`src/rtl/carry_seg_adder_pkg.sv`:
```
// Shared constants and helpers for the segmented carry-chain adder.
// seg_add works on up to SEG_MAX-bit slices; bits above the requested width come back zero.
package carry_seg_adder_pkg;

  localparam string SEL_OPMODE5 = "OPMODE5";
  localparam string SEL_CARRYIN = "CARRYIN";

  localparam int unsigned SEG_MAX = 64;

  function automatic int unsigned calc_width(input int unsigned seg_width,
                                             input int unsigned segments);
    return seg_width * segments;
  endfunction

  // Returns {carry, sum} with the carry at bit w; operands must be zero-extended.
  function automatic logic [SEG_MAX:0] seg_add(input logic [SEG_MAX-1:0] a,
                                               input logic [SEG_MAX-1:0] b,
                                               input logic               c,
                                               input int unsigned        w);
    logic [SEG_MAX:0] full;
    logic [SEG_MAX:0] mask;
    full = {1'b0, a} + {1'b0, b} + (SEG_MAX+1)'(c);
    mask = ((SEG_MAX+1)'(1) << (w + 1)) - (SEG_MAX+1)'(1);
    return full & mask;
  endfunction

endpackage

```
`src/rtl/carry_seg_adder_stage.sv`:
```
// One pipelined slice: operand skew, SEG_WIDTH adder with carry/sum registers, sum deskew.
module carry_seg_stage
  import carry_seg_adder_pkg::*;
#(
  parameter int unsigned SEG_WIDTH = 12,
  parameter int unsigned SEGMENTS  = 4,
  parameter int unsigned IDX       = 0
) (
  input  logic                 clk,
  input  logic                 rst,
  input  logic                 ce,
  input  logic [SEG_WIDTH-1:0] a,
  input  logic [SEG_WIDTH-1:0] b,
  input  logic                 cin,
  output logic [SEG_WIDTH-1:0] sum,
  output logic                 cout
);

  localparam int unsigned SKEW   = IDX;
  localparam int unsigned DESKEW = SEGMENTS - 1 - IDX;
  localparam int unsigned AB_W   = 2 * SEG_WIDTH;

  logic [AB_W-1:0]      ab_sk;
  logic [SEG_MAX:0]     res_c;
  logic [SEG_WIDTH-1:0] sum_q;
  logic                 unused_res;

  // Operand slice k waits k stages for its incoming carry.
  if (SKEW == 0) begin : g_no_skew
    assign ab_sk = {a, b};
  end else begin : g_skew
    logic [AB_W-1:0] ab_q [SKEW];
    always_ff @(posedge clk) begin
      if (rst) begin
        for (int i = 0; i < int'(SKEW); i++) ab_q[i] <= '0;
      end else if (ce) begin
        ab_q[0] <= {a, b};
        for (int i = 1; i < int'(SKEW); i++) ab_q[i] <= ab_q[i-1];
      end
    end
    assign ab_sk = ab_q[SKEW-1];
  end

  always_comb begin
    res_c = seg_add(SEG_MAX'(ab_sk[AB_W-1:SEG_WIDTH]), SEG_MAX'(ab_sk[SEG_WIDTH-1:0]),
                    cin, SEG_WIDTH);
  end

  assign unused_res = ^res_c;

  always_ff @(posedge clk) begin
    if (rst) begin
      sum_q <= '0;
      cout  <= 1'b0;
    end else if (ce) begin
      sum_q <= res_c[SEG_WIDTH-1:0];
      cout  <= res_c[SEG_WIDTH];
    end
  end

  // Sum of slice k waits for the later slices of the same sample.
  if (DESKEW == 0) begin : g_no_deskew
    assign sum = sum_q;
  end else begin : g_deskew
    logic [SEG_WIDTH-1:0] sum_d [DESKEW];
    always_ff @(posedge clk) begin
      if (rst) begin
        for (int i = 0; i < int'(DESKEW); i++) sum_d[i] <= '0;
      end else if (ce) begin
        sum_d[0] <= sum_q;
        for (int i = 1; i < int'(DESKEW); i++) sum_d[i] <= sum_d[i-1];
      end
    end
    assign sum = sum_d[DESKEW-1];
  end

endmodule

```
`src/rtl/carry_seg_adder.sv`:
```
// Segmented, pipelined post-adder: carry-in select, optional input register stage,
// SEGMENTS carry-chained slices and a matching valid shift register.
module carry_seg_adder
  import carry_seg_adder_pkg::*;
#(
  parameter string       CARRYINSEL = "OPMODE5",
  parameter int unsigned SEG_WIDTH  = 12,
  parameter int unsigned SEGMENTS   = 4,
  parameter int unsigned CARRYINREG = 1,
  localparam int unsigned W         = calc_width(SEG_WIDTH, SEGMENTS)
) (
  input  logic         CLK,
  input  logic         RSTCARRYIN,
  input  logic         CECARRYIN,
  input  logic [W-1:0] A,
  input  logic [W-1:0] B,
  input  logic         OPMODE5,
  input  logic         CARRYIN,
  input  logic         VALID_IN,
  output logic [W-1:0] P,
  output logic         CARRYOUT,
  output logic         VALID_OUT
);

  localparam int unsigned L = SEGMENTS + ((CARRYINREG != 0) ? 1 : 0);

  logic         cin_c;
  logic         unused_src;
  logic [W-1:0] a_s;
  logic [W-1:0] b_s;
  logic         cin_s;
  logic [SEGMENTS:0] carry;
  logic [L-1:0] vld_q;

  // Carry-in source is fixed at elaboration.
  if (CARRYINSEL == SEL_OPMODE5) begin : g_sel_op5
    assign cin_c = OPMODE5;
  end else if (CARRYINSEL == SEL_CARRYIN) begin : g_sel_cin
    assign cin_c = CARRYIN;
  end else begin : g_sel_zero
    assign cin_c = 1'b0;
  end

  assign unused_src = OPMODE5 ^ CARRYIN;

  if (CARRYINREG != 0) begin : g_inreg
    always_ff @(posedge CLK) begin
      if (RSTCARRYIN) begin
        a_s   <= '0;
        b_s   <= '0;
        cin_s <= 1'b0;
      end else if (CECARRYIN) begin
        a_s   <= A;
        b_s   <= B;
        cin_s <= cin_c;
      end
    end
  end else begin : g_no_inreg
    assign a_s   = A;
    assign b_s   = B;
    assign cin_s = cin_c;
  end

  assign carry[0] = cin_s;

  for (genvar k = 0; k < int'(SEGMENTS); k++) begin : g_seg
    carry_seg_stage #(
      .SEG_WIDTH(SEG_WIDTH),
      .SEGMENTS (SEGMENTS),
      .IDX      (k)
    ) u_stage (
      .clk (CLK),
      .rst (RSTCARRYIN),
      .ce  (CECARRYIN),
      .a   (a_s[k*SEG_WIDTH +: SEG_WIDTH]),
      .b   (b_s[k*SEG_WIDTH +: SEG_WIDTH]),
      .cin (carry[k]),
      .sum (P[k*SEG_WIDTH +: SEG_WIDTH]),
      .cout(carry[k+1])
    );
  end

  assign CARRYOUT = carry[SEGMENTS];

  always_ff @(posedge CLK) begin
    if (RSTCARRYIN) begin
      vld_q <= '0;
    end else if (CECARRYIN) begin
      vld_q <= L'({vld_q, VALID_IN});
    end
  end

  assign VALID_OUT = vld_q[L-1];

endmodule

```
`config.mk`:
```
export PLATFORM = sky130hd
export DESIGN_NAME = carry_seg_adder
export DESIGN_NICKNAME = d
export VERILOG_FILES = /design/src/rtl/carry_seg_adder_pkg.sv /design/src/rtl/carry_seg_adder_stage.sv /design/src/rtl/carry_seg_adder.sv
export SDC_FILE = /design/constraint.sdc
export NUM_CORES = 1
export LEC_CHECK = 0
export ABC_CLOCK_PERIOD_IN_PS = 8400
export CORE_MARGIN = 2
export CORE_UTILIZATION = 56
export DETAILED_ROUTE_END_ITERATION = 8
export HOLD_SLACK_MARGIN = 0.06
export PLACE_DENSITY = 0.76
export SYNTH_ARGS = -nofsm -noshare
export SYNTH_HDL_FRONTEND = slang
export SYNTH_SLANG_ARGS = --single-unit
```
`constraint.sdc`:
```
create_clock -name CLK -period 8.4 [get_ports CLK]
set_clock_uncertainty 0.15 [all_clocks]
set_input_delay 0.84 -clock CLK [delete_from_list [all_inputs] [get_ports CLK]]
set_output_delay 0.84 -clock CLK [all_outputs]
set_load 0.005 [all_outputs]
```
==> results of run 1 <==
==> where the power goes <==
group          internal [mW]  switching, mW
logic                  0.173          0.168
registers               2.03         0.0406
clock network           1.02          0.663
total                   3.23          0.872
==> worst max-delay path by stage <==
stage                from                                                end  cells after the start
2_1_floorplan  RSTCARRYIN            g_seg[2].u_stage.sum_q[10]$_SDFFE_PP0P_                      5
3_3_place_gp   RSTCARRYIN  g_seg[3].u_stage.g_skew.ab_q[0][13]$_SDFFCE_PN0P_                      4
3_5_place_dp   RSTCARRYIN  g_seg[2].u_stage.g_skew.ab_q[0][44]$_SDFFCE_PN0P_                      4
4_1_cts        RSTCARRYIN  g_seg[2].u_stage.g_skew.ab_q[0][46]$_SDFFCE_PN0P_                      4
5_1_grt        RSTCARRYIN            g_seg[2].u_stage.sum_q[10]$_SDFFE_PP0P_                      5
6_report       RSTCARRYIN  g_seg[2].u_stage.g_skew.ab_q[0][35]$_SDFFCE_PN0P_                      4
==> kinds of logic (layout without fill, tap and decap cells) <==
| logic type | count (synthesis) | count (layout) | synth area share (%) |
|---|---|---|---|
| AND/OR/NAND/NOR | 428 | 428 | 14.6 |
| AO/OA/AOI/OAI | 133 | 133 | 5.66 |
| multiplexers | 123 | 123 | 8.01 |
| buffers and inverters | 107 | 250 | 3.28 |
| flip-flops | 370 | 370 | 62.3 |
| XOR/XNOR | 27 | 27 | 1.54 |
| adder cells (fa/ha/maj) | 52 | 52 | 4.62 |
==> worst max-delay path: stages <==
cell and delay [ns]:
sky130_fd_sc_hd__buf_4 0.64, sky130_fd_sc_hd__nor2_2 0.16, sky130_fd_sc_hd__inv_8 0.67, sky130_fd_sc_hd__buf_4 0.82
==> per-layer routing <==
layer,global-route usage [%],share of wire [%],vias to the layer above
met5,0,0,-
met4,5.69,2.2,0
met3,3.29,3.9,42
met2,30.8,49,163
met1,23.3,45,4127
li1,-,-,4499
==> flip-flops by register name, indices dropped and copies added (netlist names) <==
register and flops:
a_s 48, b_s 48, cin_s 1, g_seg.u_stage.cout 4, g_seg.u_stage.g_deskew.sum_d 72, g_seg.u_stage.g_skew.ab_q 144, g_seg.u_stage.sum 12, g_seg.u_stage.sum_q 36
vld_q 5
==> Yosys cell counts (all sizes together) (10+ instances only) <==
master | count | area [um2]
and2 | 215 | 1350
ha | 44 | 551
xnor2 | 17 | 149
edfxtp | 216 | 6490
nor2 | 148 | 556
o21ai | 35 | 175
nand2 | 23 | 86.3
xor2 | 10 | 87.6
clkbuf | 49 | 184
a21oi | 27 | 135
buf | 35 | 234
a211oi | 12 | 95.1
a21o | 13 | 98.9
mux2i | 123 | 1230
inv | 23 | 86.3
dfxtp | 154 | 3080
nand2b | 15 | 93.8
==> stage by stage <==
step                      instances  worst slack, ns  area [um2]
after floorplan                1240             1.96       15400
after global placement         1654             4.51       16900
after detailed placement       1654             4.47       16900
after CTS                      1724             5.01       18200
after global routing           1724             4.83       18200
final                          1724             5.10       18200
==> cells in the final DEF (no fill, tap or decap), drive strengths merged, types with 4 or more instances in the layout <==
cell and instances:
xnor2 17, nor2b 8, mux2i 123, nand2 23
clkbuf 46, o21ai 35, and2 215, fa 8
edfxtp 216, inv 23, clkinv 19, xor2 10
a21oi 27, buf 9, nand3 5, bufinv 4
nor2 148, nor3 4, or3 4, a211oi 12
nand2b 15, ha 44, a21o 13, o22ai 5
o21bai 7, dfxtp 154, clkdlybuf4s50 148, o21a 5
==> final cells by class <==
| class | count | share of cell area [%] |
|---|---|---|
| Sequential cell | 370 | 52.5 |
| Multi-Input combinational cell | 763 | 29.1 |
| Timing Repair Buffer | 157 | 8.52 |
| Clock buffer | 46 | 5.79 |
| Tap cell | 341 | 2.34 |
| Clock inverter | 24 | 1.22 |
| Inverter | 23 | 0.515 |
==> impl_metrics.env, run 1 <==
export IMPL_final_critical_period_ns=3.30
export IMPL_floorplan_io_pins=152
export IMPL_yosysSeqAreaShare_pct=62.3
export IMPL_cts_clk_slew_worst_paths_ns=0.06
export IMPL_power_per_cell_area_nw_per_um2=225
export IMPL_max_vdd_ir_drop_v=0.000130
export IMPL_initial_utilization_pct=57.0
export IMPL_antenna_violations_before_repair=0
export IMPL_yosys_warnings=0
export IMPL_die_width_um=170
export IMPL_worst_pin_slew_ns=1.04
export IMPL_timing_final_hold_violations=0
export IMPL_grt_remaining_overflow=0
export IMPL_cts_root_buffer_cell="sky130_fd_sc_hd__clkbuf_16"
export IMPL_grt_usage_pct=18.0
export IMPL_worst_setup_path_start_kind="input port"
export IMPL_detail_route_drc_violations=0
export IMPL_maxCapViolations=0
export IMPL_cts_tree="built"
export IMPL_synth_flop_cell="sky130_fd_sc_hd__edfxtp_1"
export IMPL_flow_area_growth_from_synthesis_pct=18.6
export IMPL_average_via_count_per_standard_cell=5.12
export IMPL_startpoint_of_the_worst_register_to_register_path="g_seg[3].u_stage.g_skew.ab_q[0][48]$_SDFFCE_PN0P_"
export IMPL_clock_sinks=370
export IMPL_maxSlewViolCount=0
export IMPL_crit_path_max_fanout=143
export IMPL_insertedDiodeCount=0
export IMPL_routedWlPerCell_um=14.8
export IMPL_firstDrtPassIters=4
export IMPL_post_cts_resized_instances=0
export IMPL_syn_area_um2=15400
export IMPL_worstSkewPairLatency_ns=0.51
export IMPL_chipHeight_um=170
export IMPL_layout_core_utilization_pct=67.6
export IMPL_grt_max_degree=144
export IMPL_critical_path_class="input port to flip-flop"
export IMPL_post_route_period_util_pct=39.3
export IMPL_grt_pass1_wl_um=41400
export IMPL_final_fill_count=1910
export IMPL_core_area_um2=27000
export IMPL_cts_hold_buf=0
export IMPL_logic_depth_of_the_worst_register_to_register_path=7
export IMPL_max_slew_margin_rel_pct=30.5
export IMPL_tns_ns=0
export IMPL_status="finished clean"
export IMPL_setup_slack_of_the_worst_register_to_register_path_ns=5.50
export IMPL_numnets_final=1507
export IMPL_timing_rr_end="g_seg[3].u_stage.sum[11]$_SDFFE_PP0P_"
export IMPL_cts_max_level=2
export IMPL_cts_max_path_buffers=3
export IMPL_syn_area_per_cell_um2=12.4
export IMPL_grt_setup_unrepaired="false"
export IMPL_seq_area_um2=9570
export IMPL_multi_input_comb_area_um2=5300
export IMPL_leakagePower_nw=7.57
export IMPL_ys_seq_elements=370
export IMPL_drive_above_1_share_pct=5.35
export IMPL_worst_setup_path_end_kind="flip-flop"
export IMPL_total_power_mw=4.10
export IMPL_synth_edff_count=216
export IMPL_min_from="g_seg[0].u_stage.sum_q[9]$_SDFFE_PP0P_"
export IMPL_routed_via_count=8831
export IMPL_synthesis_nets=1394
export IMPL_maxClockFrequency_mhz=303
export IMPL_place_congestion=0.777
export IMPL_place_port_buffers=150
export IMPL_worstPathRequired_ns=8.38
export IMPL_whs_ns=0.293
export IMPL_cts_repair_timing_setup_buffer_count=0
export IMPL_holdCritPathClass="flip-flop to flip-flop"
export IMPL_overall_die_area_um2=28800
export IMPL_synthArstFlopShare_pct=0
export IMPL_postRouteAntennaNets=0
export IMPL_hpwlAfterDp_um=16000
export IMPL_detail_route_wirelength_um=25500
export IMPL_rows=60
export IMPL_report_final_setup_viol=0
export IMPL_holdPathEnd="g_seg[0].u_stage.sum_q[9]$_SDFFE_PP0P_"
export IMPL_dr_first_iter_drc_count=567
export IMPL_cts_buffers=38
export IMPL_synthesis_instances=1240
export IMPL_synth_distinct_cells=47
export IMPL_hold_path_depth=2
export IMPL_first_global_vias=8428
export IMPL_cp_arrival_ns=3.28
No activity file was read; power rests on OpenSTA's default activity.
==> run 2, diff against run 1 <==
- ABC_CLOCK_PERIOD_IN_PS: 8400 -> 3300
- clock period: 8.4 -> 3.3 ns (I/O delays scaled with it)
==> run 2 against run 1 <==
Net effect:
- largest power group unchanged
- critical endpoint is now g_seg[0].u_stage.sum_q[8]$_SDFFE_PP0P_
- die area is the same
- critical path depth grew 4
- highest routed layer unchanged
- design area increased by 0.61%
- via count is 1.0% higher
- flip-flop and latch count stayed put
- global-route usage increased by 0.46 points
- combinational power grew to 2.6 times the previous value
==> impl_metrics.env, run 2 (synthesis gave the netlist of run 1 again) <==
export IMPL_status="finished clean"
export IMPL_grt_remaining_overflow=0
export IMPL_grt_pass1_wl_um=42600
export IMPL_cts_max_level=2
export IMPL_leakagePower_nw=7.60
export IMPL_detail_route_wirelength_um=26200
export IMPL_final_common_cell="sky130_fd_sc_hd__edfxtp_1"
export IMPL_firstDrtPassIters=4
export IMPL_place_port_buffers=150
export IMPL_first_global_vias=8639
export IMPL_timing_final_hold_violations=0
export IMPL_worstSkewPairLatency_ns=0.51
export IMPL_power_switching_fraction_pct=20.9
export IMPL_hpwlAfterDp_um=16400
export IMPL_layout_common_cells="sky130_fd_sc_hd__edfxtp_1 (216), sky130_fd_sc_hd__and2_1 (215), sky130_fd_sc_hd__dfxtp_1 (154), sky130_fd_sc_hd__clkdlybuf4s50_1 (148), sky130_fd_sc_hd__nor2_1 (147)"
export IMPL_postRouteAntennaNets=0
export IMPL_maxClockFrequency_mhz=365
export IMPL_layout_core_utilization_pct=68.0
export IMPL_final_fill_count=1914
export IMPL_final_critical_period_ns=2.74
export IMPL_grt_max_degree=128
export IMPL_most_used_cell_along_the_critical_path="sky130_fd_sc_hd__fa_1"
export IMPL_post_route_period_util_pct=83.0
export IMPL_setup_slack_of_the_worst_register_to_register_path_ns=0.56
export IMPL_rows=60
export IMPL_share_of_total_power_in_the_clock_network_pct=41.3
export IMPL_largest_reg_flops=144
export IMPL_antenna_violations_before_repair=0
export IMPL_insertedDiodeCount=0
export IMPL_cp_arrival_ns=2.95
export IMPL_dp_cells=1657
export IMPL_crit_path_max_fanout=3
export IMPL_clock_sinks=370
export IMPL_stdcell_count=1729
export IMPL_core_area_um2=27000
export IMPL_cts_root_buffer_cell="sky130_fd_sc_hd__clkbuf_16"
export IMPL_critical_path_max_stage_delay_ns=0.47
export IMPL_place_congestion=0.861
export IMPL_routedWlPerCell_um=15.2
export IMPL_drive_above_1_share_pct=5.04
export IMPL_critical_path_class="flip-flop to flip-flop"
export IMPL_worstPathRequired_ns=3.51
export IMPL_holdCritPathClass="input port to flip-flop"
export IMPL_cts_repair_timing_setup_buffer_count=0
export IMPL_power_per_cell_area_nw_per_um2=573
export IMPL_cts_buffers=39
export IMPL_detail_route_drc_violations=0
export IMPL_reg_largest_list="g_seg.u_stage.g_skew.ab_q: 144 flops, g_seg.u_stage.g_deskew.sum_d: 72 flops"
export IMPL_post_cts_resized_instances=0
export IMPL_grt_setup_unrepaired="false"
export IMPL_cts_tree="built"
export IMPL_switching_power_mw=2.20
export IMPL_average_via_count_per_standard_cell=5.16
export IMPL_seq_power_share_pct=50.3
export IMPL_report_final_setup_viol=0
export IMPL_cts_clk_slew_worst_paths_ns=0.06
export IMPL_initial_utilization_pct=57.0
export IMPL_maxSlewViolCount=0
export IMPL_die_width_um=170
export IMPL_worst_pin_slew_ns=1.01
export IMPL_max_vdd_ir_drop_v=0.000458
export IMPL_maxCapViolations=0
export IMPL_chipHeight_um=170
export IMPL_worst_setup_path_end_kind="flip-flop"
export IMPL_numnets_final=1512
export IMPL_combPwrFrac_pct=8.4
export IMPL_worst_setup_path_start_kind="flip-flop"
export IMPL_total_power_mw=10.5
export IMPL_dr_first_iter_drc_count=576
export IMPL_cts_max_path_buffers=3
export IMPL_grt_usage_pct=18.4
export IMPL_overall_die_area_um2=28800
export IMPL_routed_via_count=8919
export IMPL_flow_area_growth_from_synthesis_pct=19.3
export IMPL_floorplan_io_pins=152
export IMPL_tns_ns=0
export IMPL_critical_path_cell_chain="fa_1 -> fa_1 -> a211oi_1 -> o211ai_1 -> a21oi_1 -> xnor2_1 -> mux2i_1 -> nor2_1"
export IMPL_slowest_stage="sky130_fd_sc_hd__fa_1"
export IMPL_max_flop_register="g_seg.u_stage.g_skew.ab_q"
export IMPL_int_pwr_mw=8.32
export IMPL_max_slew_margin_rel_pct=32.5
[run 2: routing by layer]
layer	vias to the layer above	global-route usage, %	part of all wire (%)	routed length [um]
met5	-	0	0	0
met4	0	5.72	2.5	666
met3	49	3.17	4.6	1210
met2	165	31.7	49	12800
met1	4181	24.0	44	11600
li1	4524	-	-	-
[run 2: power groups by stage]
stage | clock network (mW) | logic (mW) | registers (mW)
2_1_floorplan | 0 | 0.575 | 5.36
3_3_place_gp | 0 | 0.864 | 5.37
3_5_place_dp | 0 | 0.886 | 5.38
4_1_cts | 4.43 | 0.893 | 5.29
5_1_grt | 4.60 | 0.985 | 5.31
6_report | 4.35 | 0.883 | 5.28
[run 2: metrics by stage]
step	hold slack [ns]	cell area (um2)	setup slack [ns]
2_1_floorplan	0.267	15400	-1.19
3_3_place_gp	0.276	17000	0.669
3_5_place_dp	0.286	17000	0.634
4_1_cts	0.167	18300	0.573
5_1_grt	0.211	18300	0.464
6_report	0.166	18300	0.560
[run 2: repair_timing]
| item | 4_1_cts | 5_1_grt |
|---|---|---|
| endpoints found under the hold margin | 7 | 0 |
| setup endpoints to repair | 0 | 0 |
| hold buffers | 1 | 0 |
[run 2: final cells by class]
class	count	area, um2	share of cell area (%)
Sequential cell	370	9570	52.2
Multi-Input combinational cell	763	5310	29.0
Timing Repair Buffer	161	1650	8.99
Clock buffer	62	1140	6.24
Tap cell	341	427	2.33
Clock inverter	9	148	0.805
Inverter	23	90.1	0.491
[run 2: path summary, 6_finish.rpt]
check,cells past startpoint,from,to
worst min-delay path,3,CECARRYIN,g_seg[2].u_stage.sum_q[1]$_SDFFE_PP0P_
worst max register to register,8,a_s[0]$_SDFFE_PP0P_,g_seg[0].u_stage.sum_q[8]$_SDFFE_PP0P_
worst min register to register,2,g_seg[0].u_stage.sum_q[10]$_SDFFE_PP0P_,g_seg[0].u_stage.sum_q[10]$_SDFFE_PP0P_
worst max-delay path,8,a_s[0]$_SDFFE_PP0P_,g_seg[0].u_stage.sum_q[8]$_SDFFE_PP0P_
[run 2: worst max-delay path, delay by kind of cell (launching register included)]
family | cells | cell delay, ns
fa+ha+maj | 2 | 0.92
mux | 1 | 0.17
compound gates | 3 | 0.87
simple gates | 1 | 0.07
flops | 1 | 0.32
xor+xnor | 1 | 0.10
